**config.mk**
```make
export PLATFORM = sky130hd
export DESIGN_NAME = psum_drain_collector
export DESIGN_NICKNAME = d
export VERILOG_FILES = /design/src/rtl/psum_drain_collector.sv
export SDC_FILE = /design/constraint.sdc
export NUM_CORES = 1
export LEC_CHECK = 0
export ABC_AREA = 1
export CORE_UTILIZATION = 60
export CTS_CLUSTER_DIAMETER = 200
export CTS_CLUSTER_SIZE = 40
export DETAILED_ROUTE_END_ITERATION = 12
export PLACE_DENSITY = 0.78
export SLEW_MARGIN = 10
export SYNTH_ARGS = -nofsm -noshare
export SYNTH_HDL_FRONTEND = slang
export SYNTH_SLANG_ARGS = --single-unit
```
**constraint.sdc**
```tcl
create_clock -name clk -period 10.8 [get_ports clk]
set_input_delay 2.16 -clock clk [delete_from_list [all_inputs] [get_ports clk]]
set_output_delay 2.16 -clock clk [all_outputs]
set_load 0.005 [all_outputs]
```
**src/rtl/psum_drain_collector.sv**
```systemverilog
// Bottom-edge psum collector: sums NUM_PASSES beats per column, buffers finished
// column vectors in a small FIFO and streams them out one column per beat.
module psum_drain_collector #(
  parameter int PE_WIDTH   = 4,
  parameter int NUM_COLS   = 3,
  parameter int ACC_WIDTH  = 16,
  parameter int NUM_PASSES = 3,
  parameter int NUM_GROUPS = 4,
  parameter int FIFO_DEPTH = 4,
  localparam int COL_W     = (NUM_COLS > 1) ? $clog2(NUM_COLS) : 1
) (
  input  logic                 clk,
  input  logic                 rst,
  input  logic                 start,
  input  logic [PE_WIDTH-1:0]  psum_IN [NUM_COLS],
  input  logic                 psum_valid,
  output logic [ACC_WIDTH-1:0] out_data,
  output logic [COL_W-1:0]     out_col,
  output logic                 out_valid,
  input  logic                 out_ready,
  output logic                 out_last,
  output logic                 busy,
  output logic                 done,
  output logic                 overflow
);

  localparam int PASS_W = (NUM_PASSES > 1) ? $clog2(NUM_PASSES) : 1;
  localparam int GRP_W  = $clog2(NUM_GROUPS + 1);
  localparam int PTR_W  = (FIFO_DEPTH > 1) ? $clog2(FIFO_DEPTH) : 1;
  localparam int CNT_W  = $clog2(FIFO_DEPTH + 1);

  localparam logic [PASS_W-1:0] PASS_LAST = PASS_W'(NUM_PASSES - 1);
  localparam logic [GRP_W-1:0]  GRP_LAST  = GRP_W'(NUM_GROUPS - 1);
  localparam logic [GRP_W-1:0]  GRP_ALL   = GRP_W'(NUM_GROUPS);
  localparam logic [PTR_W-1:0]  PTR_LAST  = PTR_W'(FIFO_DEPTH - 1);
  localparam logic [CNT_W-1:0]  CNT_FULL  = CNT_W'(FIFO_DEPTH);
  localparam logic [COL_W-1:0]  COL_LAST  = COL_W'(NUM_COLS - 1);

  typedef enum logic [1:0] {IDLE, ACCUM, DRAIN} state_t;

  state_t state, state_nxt;

  logic [PASS_W-1:0]    pass_cnt;
  logic [GRP_W-1:0]     grp_cnt;
  logic [PTR_W-1:0]     wr_ptr, rd_ptr;
  logic [CNT_W-1:0]     count;
  logic [COL_W-1:0]     col_idx;
  logic [ACC_WIDTH-1:0] acc [NUM_COLS];
  logic [ACC_WIDTH-1:0] sum [NUM_COLS];
  logic [ACC_WIDTH-1:0] mem [FIFO_DEPTH][NUM_COLS];

  logic beat, last_pass, push, push_ok, hs, pop, done_nxt;

  function automatic logic [PTR_W-1:0] ptr_inc(input logic [PTR_W-1:0] p);
    return (p == PTR_LAST) ? '0 : p + 1'b1;
  endfunction

  assign beat      = (state == ACCUM) && psum_valid;
  assign last_pass = (pass_cnt == PASS_LAST);
  assign hs        = out_valid && out_ready;
  assign pop       = hs && (col_idx == COL_LAST);
  assign push      = beat && last_pass;
  // A full FIFO still accepts the push when its head leaves on the same edge.
  assign push_ok   = push && ((count < CNT_FULL) || pop);

  always_comb begin
    for (int unsigned c = 0; c < NUM_COLS; c++) begin
      sum[c] = ACC_WIDTH'(psum_IN[c]);
      if (pass_cnt != '0) sum[c] = acc[c] + ACC_WIDTH'(psum_IN[c]);
    end
  end

  always_ff @(posedge clk or negedge rst) begin
    if (!rst) state <= IDLE;
    else      state <= state_nxt;
  end

  always_comb begin
    state_nxt = state;
    done_nxt  = 1'b0;
    case (state)
      IDLE:    if (start) state_nxt = ACCUM;
      ACCUM:   if (push && (grp_cnt == GRP_LAST)) state_nxt = DRAIN;
      DRAIN: begin
        if ((count == '0) && !hs) begin
          state_nxt = IDLE;
          done_nxt  = 1'b1;
        end
      end
      default: state_nxt = IDLE;
    endcase
  end

  always_ff @(posedge clk or negedge rst) begin
    if (!rst) begin
      pass_cnt <= '0;
      grp_cnt  <= '0;
      wr_ptr   <= '0;
      rd_ptr   <= '0;
      count    <= '0;
      col_idx  <= '0;
      done     <= 1'b0;
      overflow <= 1'b0;
      for (int unsigned c = 0; c < NUM_COLS; c++) acc[c] <= '0;
    end else begin
      done <= done_nxt;
      if ((state == IDLE) && start) begin
        pass_cnt <= '0;
        grp_cnt  <= '0;
        overflow <= 1'b0;
      end
      if (beat) begin
        for (int unsigned c = 0; c < NUM_COLS; c++) acc[c] <= sum[c];
        pass_cnt <= last_pass ? '0 : pass_cnt + 1'b1;
        if (last_pass) grp_cnt <= grp_cnt + 1'b1;
      end
      if (push && !push_ok) overflow <= 1'b1;
      if (push_ok) wr_ptr <= ptr_inc(wr_ptr);
      if (hs) col_idx <= (col_idx == COL_LAST) ? '0 : col_idx + 1'b1;
      if (pop) rd_ptr <= ptr_inc(rd_ptr);
      case ({push_ok, pop})
        2'b10:   count <= count + 1'b1;
        2'b01:   count <= count - 1'b1;
        default: count <= count;
      endcase
    end
  end

  // Storage only; occupancy is tracked by count, so no reset is needed here.
  always_ff @(posedge clk) begin
    if (push_ok)
      for (int unsigned c = 0; c < NUM_COLS; c++) mem[wr_ptr][c] <= sum[c];
  end

  assign out_valid = (count != '0);
  assign out_col   = col_idx;
  assign out_data  = out_valid ? mem[rd_ptr][col_idx] : '0;
  assign out_last  = out_valid && (col_idx == COL_LAST) && (grp_cnt == GRP_ALL)
                     && (count == CNT_W'(1));
  assign busy      = (state != IDLE);

endmodule

```
==> out/metrics.cfg <==
[placement]
dp_slack_ps = 5590
dp_hpwl_mm = 17.4
place.gp.congestion = 0.868
port_buffers = 39

[cells_and_area]
syn2layout_area_growth_pct = 6.67
multiInputGateArea_um2 = 4160
final_nets = 1321
antenna_cells = 0
num-fill-cells = 1512
drive_gt1_share_pct = 5.08
seqCellArea_um2 = 7420

[worst_setup_path]
reg2regPathDepth = 8
crit_start = rd_ptr[0]
setup.worst_path.start_class = flop
cp-end-kind = output port
crit_fanout = 97
worstPathArrival_ps = 3640
worstReg2RegStart = count[0]
slowest_delay_ps = 1050
worstPathRequired_ps = 8640
cp_slowest_cell = dfrtp_2
rr_endpoint = mem[1][35]
path_cells = buf_4 -> inv_6 -> o21ai_0 -> o22ai_1 -> nand2_1 -> nand3_1 -> nand2_1 -> inv_1 -> clkdlybuf4s50_1
r2r_setup_slack_ps = 7770
crit_path_frequent_cell = nand2_1
path_class = flop to output port

[timing]
worst_slew_pin_slew_ps = 1020
finalSetupTns_ps = 0
finalWorstSetupSlack_ps = 5000
hold_violations = 0
slew_headroom_pct = 32.0
min_period_ps = 5800
rsz0062_at_grt = no
fin_crit_sh_pct = 53.7
timing.hold.ws_ps = 502
fmax_mhz = 172
clock_skew_ps = 23.3
setup_viol = 0
drv_slew = 0

[clocking]
clock_latency_ps = 490
cts_tree = yes
cts_setup_buffers = 0
cts_sinks = 258
cts_resized = 0
clock_path_buffers = 3
cts_buffers = 10
clkTransAtPathRegs_ps = 140
holdBufCountCts = 0
cts-root-buf = clkbuf_16
htreeDepth = 1

[power]
powerDensity_nw_per_um2 = 233
p_leak_nw = 5.31
power_mw = 3.05
ir_drop_uv = 131

[floorplanning]
start_util_pct = 62.2
coreArea_um2 = 19700
row_count = 51
dieArea_um2 = 21000
die_x_um = 145
ioPinCount = 40
die_h_um = 145

[min_path]
holdPathEnd = acc[2]
min_from = acc[2]
hold_depth = 2
hold_path_class = flop to flop

[global_routing]
grt_start_max_net_pins = 98
grt_usage_pct = 26.1
antenna_found_initial = 1
grt_pass1_wl_mm = 43.0
gr-total-overflow = 0
grt_pass1_vias = 8241

[synth]
synthFlopType = edfxtp_1
async_flop_share_pct = 25.6
synth_fp_nets = 1313
synth_area_per_cell_um2 = 9.67
netlist_instances = 1268
ys_seq_area_share_pct = 60.5
synthesis.area_um2 = 12300
ys_types = 45
ys_ff_latch = 258
synth_warnings = 0
synth_edf_count = 192

[routing]
vias = 8878
wl_per_cell_um = 17.6
drc = 0
viasPerCell = 5.75
drtIter0Drc = 905
dr.pass1.iters = 5
routed_wl_mm = 27.2
ant_nets = 0

[run]
cap_violations = 0

[run_status]
outcome = finished, final reports clean

-- placed cells by master, fill, tap and decap left out, types with 13 or more instances in the layout --
| cell | netlist | routed |
|---|---|---|
| nand4_1 | 22 | 22 |
| o22ai_1 | 49 | 49 |
| clkdlybuf4s50_1 | 0 | 38 |
| nor2_1 | 152 | 148 |
| inv_1 | 99 | 99 |
| o21ai_1 | 31 | 31 |
| ha_1 | 25 | 25 |
| o21ai_0 | 100 | 100 |
| nand2_1 | 338 | 338 |
| nand3_1 | 76 | 76 |
| nor2_2 | 13 | 13 |
| edfxtp_1 | 192 | 192 |
| dfrtp_1 | 66 | 65 |
-- flip-flops by register name (all words and copies together), names as in the netlist, 2 cells and up --
register and flops:
acc 48, count 3, grp_cnt 3, mem 192, out_col 2, pass_cnt 2
rd_ptr 2, state 2, wr_ptr 2
-- layer usage --
metal	GRT usage, %	wire [um]	up-vias
met5	0	12	-
met4	6.91	554	2
met3	3.21	2200	42
met2	41.8	12700	357
met1	37.9	11800	4186
li1	-	-	4291
-- cell families (layout without fill, tap and decap cells) --
group | count (synthesis) | in the layout | share of synthesized area [%]
DFF | 258 | 258 | 60.5
adders and majority gates | 28 | 28 | 3.04
AOI/OAI and AO/OA | 200 | 200 | 9.07
and+or+nand+nor | 619 | 619 | 21.0
muxes | 1 | 1 | 0.0918
xor gates and xnor gates | 6 | 6 | 0.429
buffers and inverters | 156 | 168 | 5.84
-- per-stage QoR --
step | util (%) | cells | instance area [um2]
2_1_floorplan | - | 1268 | 12300
3_3_place_gp | 64.7 | 1529 | 12800
3_5_place_dp | 64.7 | 1529 | 12800
4_1_cts | 66.3 | 1545 | 13100
5_1_grt | 66.3 | 1545 | 13100
6_report | 66.3 | 1545 | 13100
-- where the power goes --
part	switching [mW]	leakage [nW]	internal, mW
Combinational	0.832	2.44	0.425
Sequential	0.0892	2.72	1.22
Clock	0.291	0.152	0.196
-- critical path, delay by kind of cell, from the launching register on --
kind	cells	cell delay [ps]
AOI/OAI and AO/OA	2	440
buffers and inverters	4	1370
DFF	1	1050
and+or+nand+nor	3	200
-- synth_stat cells, types with 22 or more instances --
library cell	instances	area, um2
inv_1	99	372
nor2_1	152	571
o21ai_1	31	155
nand3_1	76	380
o21ai_0	100	500
ha_1	25	313
dfrtp_1	66	1650
o22ai_1	49	307
buf_2	23	115
nand2_1	338	1270
nand4_1	22	138
edfxtp_1	192	5770
-- layout make-up --
| class | instances | share of cell area [%] |
|---|---|---|
| clock buffers | 15 | 2.22 |
| clock inverters | 1 | 0.230 |
| inverters | 104 | 3.04 |
| multi-input cells | 854 | 31.8 |
| flip-flops and latches | 258 | 56.7 |
| well taps | 265 | 2.53 |
| repair buffers | 48 | 3.46 |
-- how the worst max path moves through the flow --
| stage | endpoint | slack [ps] |
|---|---|---|
| after global placement | out_data[4] | 5680 |
| after detailed placement | out_data[4] | 5590 |
| final | out_data[0] | 5000 |
| after CTS | out_data[4] | 5060 |
| after global routing | out_data[2] | 4780 |
| after floorplan | mem[0][0] | 5710 |
No activity file was read; power rests on OpenSTA's default activity.
